<file path="src/rtl/uart_rx_ctrl_if.sv">
// rtl/uart_rx_ctrl_if.sv - receiver handshake and host stream bundle for uart_rx_ctrl
interface uart_rx_ctrl_if #(
   parameter int DATA_SIZE = 8
);
   logic [DATA_SIZE-1:0] rx_data;
   logic                 recv_req;
   logic                 recv_ack;
   logic [DATA_SIZE-1:0] m_data;
   logic                 m_valid;
   logic                 m_ready;

   // master is the controller; slave is the receiver plus host side
   modport master (
      input  rx_data, recv_req, m_ready,
      output recv_ack, m_data, m_valid
   );

   modport slave (
      output rx_data, recv_req, m_ready,
      input  recv_ack, m_data, m_valid
   );
endinterface

</file>
<file path="src/rtl/uart_rx_ctrl.sv">
// rtl/uart_rx_ctrl.sv - UART receive handshake sequencer with character FIFO, overrun and timeout
module uart_rx_ctrl #(
   parameter int DATA_SIZE     = 8,
   parameter int FIFO_DEPTH    = 4,
   parameter int TIMEOUT_TICKS = 64,
   parameter int LEVEL_SIZE    = $clog2(FIFO_DEPTH + 1)
) (
   input  logic                  clk,
   input  logic                  reset_n,
   input  logic                  en_sample,
   uart_rx_ctrl_if.master        bus,
   output logic [LEVEL_SIZE-1:0] fifo_level,
   output logic                  overrun,
   input  logic                  overrun_clr,
   output logic                  timeout
);
   localparam int PTR_W = (FIFO_DEPTH > 1) ? $clog2(FIFO_DEPTH) : 1;
   localparam int CNT_W = $clog2(TIMEOUT_TICKS);
   localparam logic [LEVEL_SIZE-1:0] LEVEL_FULL = LEVEL_SIZE'(FIFO_DEPTH);
   localparam logic [PTR_W-1:0]      PTR_LAST   = PTR_W'(FIFO_DEPTH - 1);
   localparam logic [CNT_W-1:0]      CNT_LAST   = CNT_W'(TIMEOUT_TICKS - 1);

   typedef enum logic [1:0] {
      ST_IDLE,
      ST_ACK,
      ST_WAIT_LOW
   } state_t;

   state_t               state;
   logic                 recv_ack_q;
   logic [DATA_SIZE-1:0] mem [FIFO_DEPTH];
   logic [PTR_W-1:0]     wr_ptr;
   logic [PTR_W-1:0]     rd_ptr;
   logic [CNT_W-1:0]     idle_cnt;
   logic                 armed;

   logic capture;
   logic fifo_full;
   logic push;
   logic drop;
   logic pop;

   function automatic logic [PTR_W-1:0] ptr_next(input logic [PTR_W-1:0] p);
      return (p == PTR_LAST) ? '0 : p + 1'b1;
   endfunction

   // Fullness uses the current level only, so a same-cycle pop never makes room.
   always_comb begin
      capture   = (state == ST_IDLE) && bus.recv_req;
      fifo_full = (fifo_level >= LEVEL_FULL);
      push      = capture && !fifo_full;
      drop      = capture && fifo_full;
      pop       = bus.m_valid && bus.m_ready;
   end

   assign bus.recv_ack = recv_ack_q;
   assign bus.m_valid  = (fifo_level != '0);
   assign bus.m_data   = mem[rd_ptr];

   // WAIT_LOW holds off until the receiver withdraws, so a stale request is never recaptured.
   always_ff @(posedge clk or negedge reset_n) begin
      if (!reset_n) begin
         state      <= ST_IDLE;
         recv_ack_q <= 1'b0;
      end else begin
         case (state)
            ST_IDLE: begin
               recv_ack_q <= 1'b0;
               if (bus.recv_req) begin
                  state      <= ST_ACK;
                  recv_ack_q <= 1'b1;
               end
            end
            ST_ACK: begin
               recv_ack_q <= 1'b0;
               state      <= ST_WAIT_LOW;
            end
            ST_WAIT_LOW: begin
               recv_ack_q <= 1'b0;
               if (!bus.recv_req) begin
                  state <= ST_IDLE;
               end
            end
            default: begin
               state      <= ST_IDLE;
               recv_ack_q <= 1'b0;
            end
         endcase
      end
   end

   always_ff @(posedge clk or negedge reset_n) begin
      if (!reset_n) begin
         for (int i = 0; i < FIFO_DEPTH; i++) begin
            mem[i] <= '0;
         end
         wr_ptr     <= '0;
         rd_ptr     <= '0;
         fifo_level <= '0;
      end else begin
         if (push) begin
            mem[wr_ptr] <= bus.rx_data;
            wr_ptr      <= ptr_next(wr_ptr);
         end
         if (pop) begin
            rd_ptr <= ptr_next(rd_ptr);
         end
         case ({push, pop})
            2'b10:   fifo_level <= fifo_level + 1'b1;
            2'b01:   fifo_level <= fifo_level - 1'b1;
            default: fifo_level <= fifo_level;
         endcase
      end
   end

   // A drop in the same cycle as a clear leaves the flag set.
   always_ff @(posedge clk or negedge reset_n) begin
      if (!reset_n) begin
         overrun <= 1'b0;
      end else if (drop) begin
         overrun <= 1'b1;
      end else if (overrun_clr) begin
         overrun <= 1'b0;
      end
   end

   // One pulse per quiet period: the counter freezes after firing until FIFO traffic re-arms it.
   always_ff @(posedge clk or negedge reset_n) begin
      if (!reset_n) begin
         idle_cnt <= '0;
         armed    <= 1'b1;
         timeout  <= 1'b0;
      end else begin
         timeout <= 1'b0;
         if (push || pop) begin
            idle_cnt <= '0;
            armed    <= 1'b1;
         end else if (fifo_level == '0) begin
            idle_cnt <= '0;
         end else if (armed && en_sample) begin
            if (idle_cnt == CNT_LAST) begin
               timeout <= 1'b1;
               armed   <= 1'b0;
            end else begin
               idle_cnt <= idle_cnt + 1'b1;
            end
         end
      end
   end
endmodule

</file>
<file path="src/flat_wrapper.sv">
// flat-port wrapper written by rule: the top's interface ports become plain ports
module uart_rx_ctrl_flat 
#(
   parameter int DATA_SIZE     = 8,
   parameter int FIFO_DEPTH    = 4,
   parameter int TIMEOUT_TICKS = 64,
   parameter int LEVEL_SIZE    = $clog2(FIFO_DEPTH + 1)
)
  (clk, reset_n, en_sample, fifo_level, overrun, overrun_clr, timeout, bus_rx_data, bus_recv_req, bus_m_ready, bus_recv_ack, bus_m_data, bus_m_valid);
  uart_rx_ctrl_if #(.DATA_SIZE(DATA_SIZE)) bus_i ();
  input  logic clk;
  input  logic reset_n;
  input  logic en_sample;
  output logic [LEVEL_SIZE-1:0] fifo_level;
  output logic overrun;
  input  logic overrun_clr;
  output logic timeout;
  input wire logic [$bits(bus_i.rx_data)-1:0] bus_rx_data;
  input wire logic [$bits(bus_i.recv_req)-1:0] bus_recv_req;
  input wire logic [$bits(bus_i.m_ready)-1:0] bus_m_ready;
  output wire logic [$bits(bus_i.recv_ack)-1:0] bus_recv_ack;
  output wire logic [$bits(bus_i.m_data)-1:0] bus_m_data;
  output wire logic [$bits(bus_i.m_valid)-1:0] bus_m_valid;
  assign bus_i.rx_data = bus_rx_data;
  assign bus_i.recv_req = bus_recv_req;
  assign bus_i.m_ready = bus_m_ready;
  assign bus_recv_ack = bus_i.recv_ack;
  assign bus_m_data = bus_i.m_data;
  assign bus_m_valid = bus_i.m_valid;
  uart_rx_ctrl #(.DATA_SIZE(DATA_SIZE), .FIFO_DEPTH(FIFO_DEPTH), .TIMEOUT_TICKS(TIMEOUT_TICKS), .LEVEL_SIZE(LEVEL_SIZE)) u_core (.clk(clk), .reset_n(reset_n), .en_sample(en_sample), .bus(bus_i), .fifo_level(fifo_level), .overrun(overrun), .overrun_clr(overrun_clr), .timeout(timeout));
endmodule
</file>
<file path="config.mk">
export PLATFORM = sky130hd
export DESIGN_NAME = uart_rx_ctrl_flat
export DESIGN_NICKNAME = d
export VERILOG_FILES = /design/src/rtl/uart_rx_ctrl_if.sv /design/src/rtl/uart_rx_ctrl.sv /design/src/flat_wrapper.sv
export SDC_FILE = /design/constraint.sdc
export NUM_CORES = 1
export LEC_CHECK = 0
export ABC_AREA = 1
export BUFFER_PORTS_ARGS = -buffer_cell sky130_fd_sc_hd__buf_2
export CORE_UTILIZATION = 62
export DETAILED_ROUTE_END_ITERATION = 8
export PLACE_DENSITY = 0.84
export SYNTH_ARGS = -nofsm -noshare
export SYNTH_HDL_FRONTEND = slang
export SYNTH_SLANG_ARGS = --single-unit
</file>
<file path="constraint.sdc">
create_clock -name clk -period 5.38 [get_ports clk]
set_input_delay 1.076 -clock clk [delete_from_list [all_inputs] [get_ports clk]]
set_output_delay 1.076 -clock clk [all_outputs]
set_load 0.05 [all_outputs]
</file>
# After elaboration in Yosys (flattened, before gate mapping)
# Index checks and enable logic that the tools add are counted.
# totals
register_bits	51
in_bits	14
out_inout_bits	15
wordCells	82
# classes
add_sub_neg	5
magnitude_cmp	4
eq_ne	11
muxes	28
bitwise	2
reduce_logical	19
# op_table
operator	n
bitwise mux 32 bit	1
two-way mux 6 bit	4
two-way mux 8 bit	3
binary-select mux 8 bit (select 2 bit)	1
demux 8 bit (select 2 bit)	1
two-way mux 1 bit	12
>= comparator 3 bit, second input constant	3
equality test 2 bit, second input constant	4
two-way mux 2 bit	4
nonzero test 2 bit	4
adder 6 x 1 -> 6 bit, second input constant	1
equality test 6 bit, second input constant	1
logical AND 1 bit	6
NOT 2 -> 3 bit	2
one-hot mux 2 bit (3 select lines)	1
one-hot mux 3 bit (2 select lines)	1
nonzero test 3 bit	2
adder 2 x 1 -> 2 bit, second input constant	2
equality test 2 x 1 -> 1 bit, second input constant	2
!= test 2 bit, second input constant	2
AND reduction 2 bit	2
adder 3 x 1 -> 3 bit, second input constant	1
zero test 3 bit	1
< comparator 3 x 1 -> 1 bit, second input constant	1
7 further kinds	7

# Depth between registers and ports, before layout
# depth
depth_word	6
ltp_mapped	10
mapped_depth_nobuf	10

# Worst setup path after synthesis
# OpenSTA, ideal clock, no wires.
# synth_timing
path_kind	register to output
from	reg u_core.rd_ptr[0]
to	out bus_m_data[1]
t_arrival_ps	1674
required_time_ps	4304
path_slack_ps	2630
path_stages_with_launch	6
path_buffers	2
path_cell_list	dfrtp_1 -> buf_2 -> inv_1 -> buf_2 -> o21ai_0 -> o22ai_1
# synth_between
elab_chain_cells	4
# synth_lines
element	line_no	source
start: declaration	uart_rx_ctrl.sv:33	logic [PTR_W-1:0] rd_ptr;
start signal: assignment	uart_rx_ctrl.sv:106	rd_ptr <= ptr_next(rd_ptr);
NOT 2 -> 3 bit (implied by the code)	uart_rx_ctrl.sv:58	assign bus.m_data = mem[rd_ptr];
binary-select mux 8 bit (select 2 bit)	uart_rx_ctrl.sv:58	
two-way mux 8 bit (implied by the code) (2 in a row)	uart_rx_ctrl.sv:58	
end: declaration	flat_wrapper.sv:22	output wire logic [$bits(bus_i.m_data)-1:0] bus_m_data;
# No other way between the ends. The select of a mux whose other input is x is not followed.

# Final worst setup path
# layout_timing
from	reg u_core.rd_ptr[0]
to	out bus_m_data[6]
# Same word-level chain as after synthesis.

==> results.tsv <==
metric	value	unit
routed vias	1887	
# DRC	0	
Layout area overhead	9.618	%
Fmax	330.0	MHz
Hold Crit Class	flip-flop to flip-flop	
wire length per cell	12.64	um
WL final	4462	um
Pleak	0.001439	uW
dpl hpwl	3056	um
Detail Route Antenna Nets	0	
CP Launch Type	flip-flop	
share of cells above drive strength 1	18.03	%
post_cts resized	0	
Initial DRT Pass Iterations	4	
final worst setup slack	2.350	ns
number of diodes	0	
Primary FF master, synth	dfrtp_1	
r2r startpoint	u_core.fifo_level[0]	
final worst-path cycle share	56.33	%
total negative slack	0	ns
Setup-failing EPs final	0	
Reg clk slew, reported paths	0.08	ns
PD cells	628.0	mW/mm^2
Die Ht	64.97	um
Die Footprint	0.004221	mm^2
Sequential cell area	0.001277	mm^2
Skew-Pair Late Insertion Delay	0.30	ns
Tot GR Track Use	25.52	%
H-tree Lvls	2	
fin area	0.002695	mm^2
Placed Area	0.002608	mm^2
core area	0.003744	mm^2
Clk Tree Root Cell	clkbuf_8	
kind of critical path	flip-flop to primary output	
Setup crit end kind	primary output	
die width	64.97	um
Max clock buf depth	2	
Initial Utilization	65.68	%
CP max FO	19	
Mapped Avg Cell Area	8.908	um^2
post-layout power	1692	uW
Clock Sinks	51	
EDFF count, synth	0	
worst-margin pin slew	0.6184	ns
Row Count	22	
max_slew headroom	58.77	%
Fin Clk Skew	0.006172	ns
asr flop ratio synth	100.0	%
vias in the first global route	1899	
min Tclk post-route	3.030	ns
max-cap check violation count	0	
FILL cells	306	
PortBufs	28	
Syn. warnings	0	
flops & latches, synth	51	
largest net degree at the start of global routing	52	
Seq/Total Area, Yosys	51.96	%
# nets final	328	
area of the multi-input gates	987.2	um^2
RSZ-0062 raised after global routing	false	
initial antenna violation count	0	
Netlist Area Pre-Place	0.002459	mm^2
Critical Path Start	u_core.rd_ptr[0]	
initial drt markers	150	
status	finished, final reports clean	
final hold violation count	0	
Peak VDD IR	0.3904	mV
pre-CTS WS	2.676	ns
total grt overflow	0	
hold-fix buffer count after cts	0	
I/O Pins	29	
Num CTS Buffers	5	
Distinct cells, synth	25	
core occupancy in the finished layout	71.99	%
Via density	5.346	
Setup Buffers After CTS	0	
fin. max-slew vios	0	
Hold Crit Start	u_core.mem[17]	
syn nets	299	
first-pass GRT wire length	8059	um
Post-Synthesis Cells	276	
CTS tree	yes	
CP Data Required Time	4.30	ns
worst path arrival time	1.95	ns
GPL Wtd Cong	0.7975	
==> where the power goes <==
part	switching (uW)	internal, uW	leakage, uW	total (uW)
Combinational	586	238	0.000742	824
Clock	118	101	0.0000470	219
Sequential	113	536	0.000650	649
==> cells in the mapped netlist, types with 3 or more instances <==
cell type   n  share of area, %
o21ai_1    24               4.9
dfrtp_1    50                51
ha_1        8               4.1
nor2_1     28               4.3
nand2_4     5               2.3
inv_1      33               5.0
a21oi_1     3              0.61
o21ai_2     8               2.8
nand2_1    58               8.9
o21ai_0    24               4.9
o22ai_1     8               2.0
buf_6       4               1.8
nand3_1     8               1.6
==> placed cells by master, fill, tap and decap left out <==
cell type / Yosys / final
xnor2_1: 1 / 1
buf_4: 0 / 1
dfstp_2: 1 / 1
fa_1: 1 / 1
a21oi_1: 3 / 3
nor3_2: 1 / 1
nor2_4: 1 / 1
nor2_1: 28 / 28
o22ai_1: 8 / 8
nand2_2: 1 / 1
clkinv_2: 0 / 1
xor2_1: 2 / 2
nand2_1: 58 / 58
o21ai_2: 8 / 8
ha_1: 8 / 8
inv_8: 1 / 1
nand2_4: 5 / 5
nand3_1: 8 / 8
buf_2: 2 / 28
o21ai_1: 24 / 24
clkbuf_8: 0 / 6
o21ai_0: 24 / 24
nand4_1: 2 / 2
inv_1: 33 / 33
dfrtp_1: 50 / 50
nor2_2: 1 / 1
==> per-stage QoR <==
| stage | hold slack (ns) | cells |
|---|---|---|
| 6_report | 0.4818 | 353 |
| 5_1_grt | 0.5147 | 353 |
| 3_5_place_dp | 0.4625 | 346 |
| 3_3_place_gp | 0.4594 | 346 |
| 2_1_floorplan | 0.4496 | 276 |
| 4_1_cts | 0.4827 | 353 |
==> metal layers <==
| metal | wire length [um] | vias to the layer above | global-route usage (%) |
|---|---|---|---|
| met5 | 0 | - | 0 |
| met4 | 68 | 0 | 9.722 |
| met3 | 165 | 7 | 6.338 |
| met2 | 2215 | 38 | 45.96 |
| met1 | 2012 | 896 | 28.71 |
| li1 | - | 946 | - |
==> flip-flops by register name, indices dropped and copies added, names as in the netlist <==
name                 count
u_core.mem              32
u_core.idle_cnt          6
u_core.fifo_level        3
u_core.rd_ptr            2
u_core.state             2
u_core.wr_ptr            2
u_core.armed             1
u_core.bus.recv_ack      1
u_core.overrun           1
u_core.timeout           1
==> layout make-up <==
cell class | instances | share of cell area [%]
sequential | 51 | 47.40
multi-input combinational | 184 | 36.63
timing repair buffer | 29 | 5.478
inverter | 34 | 5.014
clock buffer | 6 | 3.064
tap | 48 | 2.228
clock inverter | 1 | 0.1857
==> worst max-delay path, stage by stage (launching register included) <==
cell	delay, ns
dfrtp_1	0.69
inv_1	0.39
o21ai_0	0.26
o22ai_1	0.09
buf_2	0.22
==> cells by family after synthesis <==
group | count (synthesis) | synth area share, %
fa+ha+maj | 9 | 4.886
xor+xnor | 3 | 1.069
compound gates | 67 | 15.27
buf+inv | 41 | 7.888
simple gates | 105 | 18.93
flops | 51 | 51.96
==> final timing paths <==
kind                                        end  slack (ns)  cells after the start
max reg2reg                u_core.fifo_level[2]        3.39                     10
max                               bus_m_data[6]        2.35                      4
min reg2reg                      u_core.mem[17]        0.48                      2
min                              u_core.mem[17]        0.48                      2
min in group asynchronous   u_core.bus.recv_ack        0.86                      2
max in group asynchronous         u_core.mem[6]        4.10                      2
(Power assumes the default switching activity.)
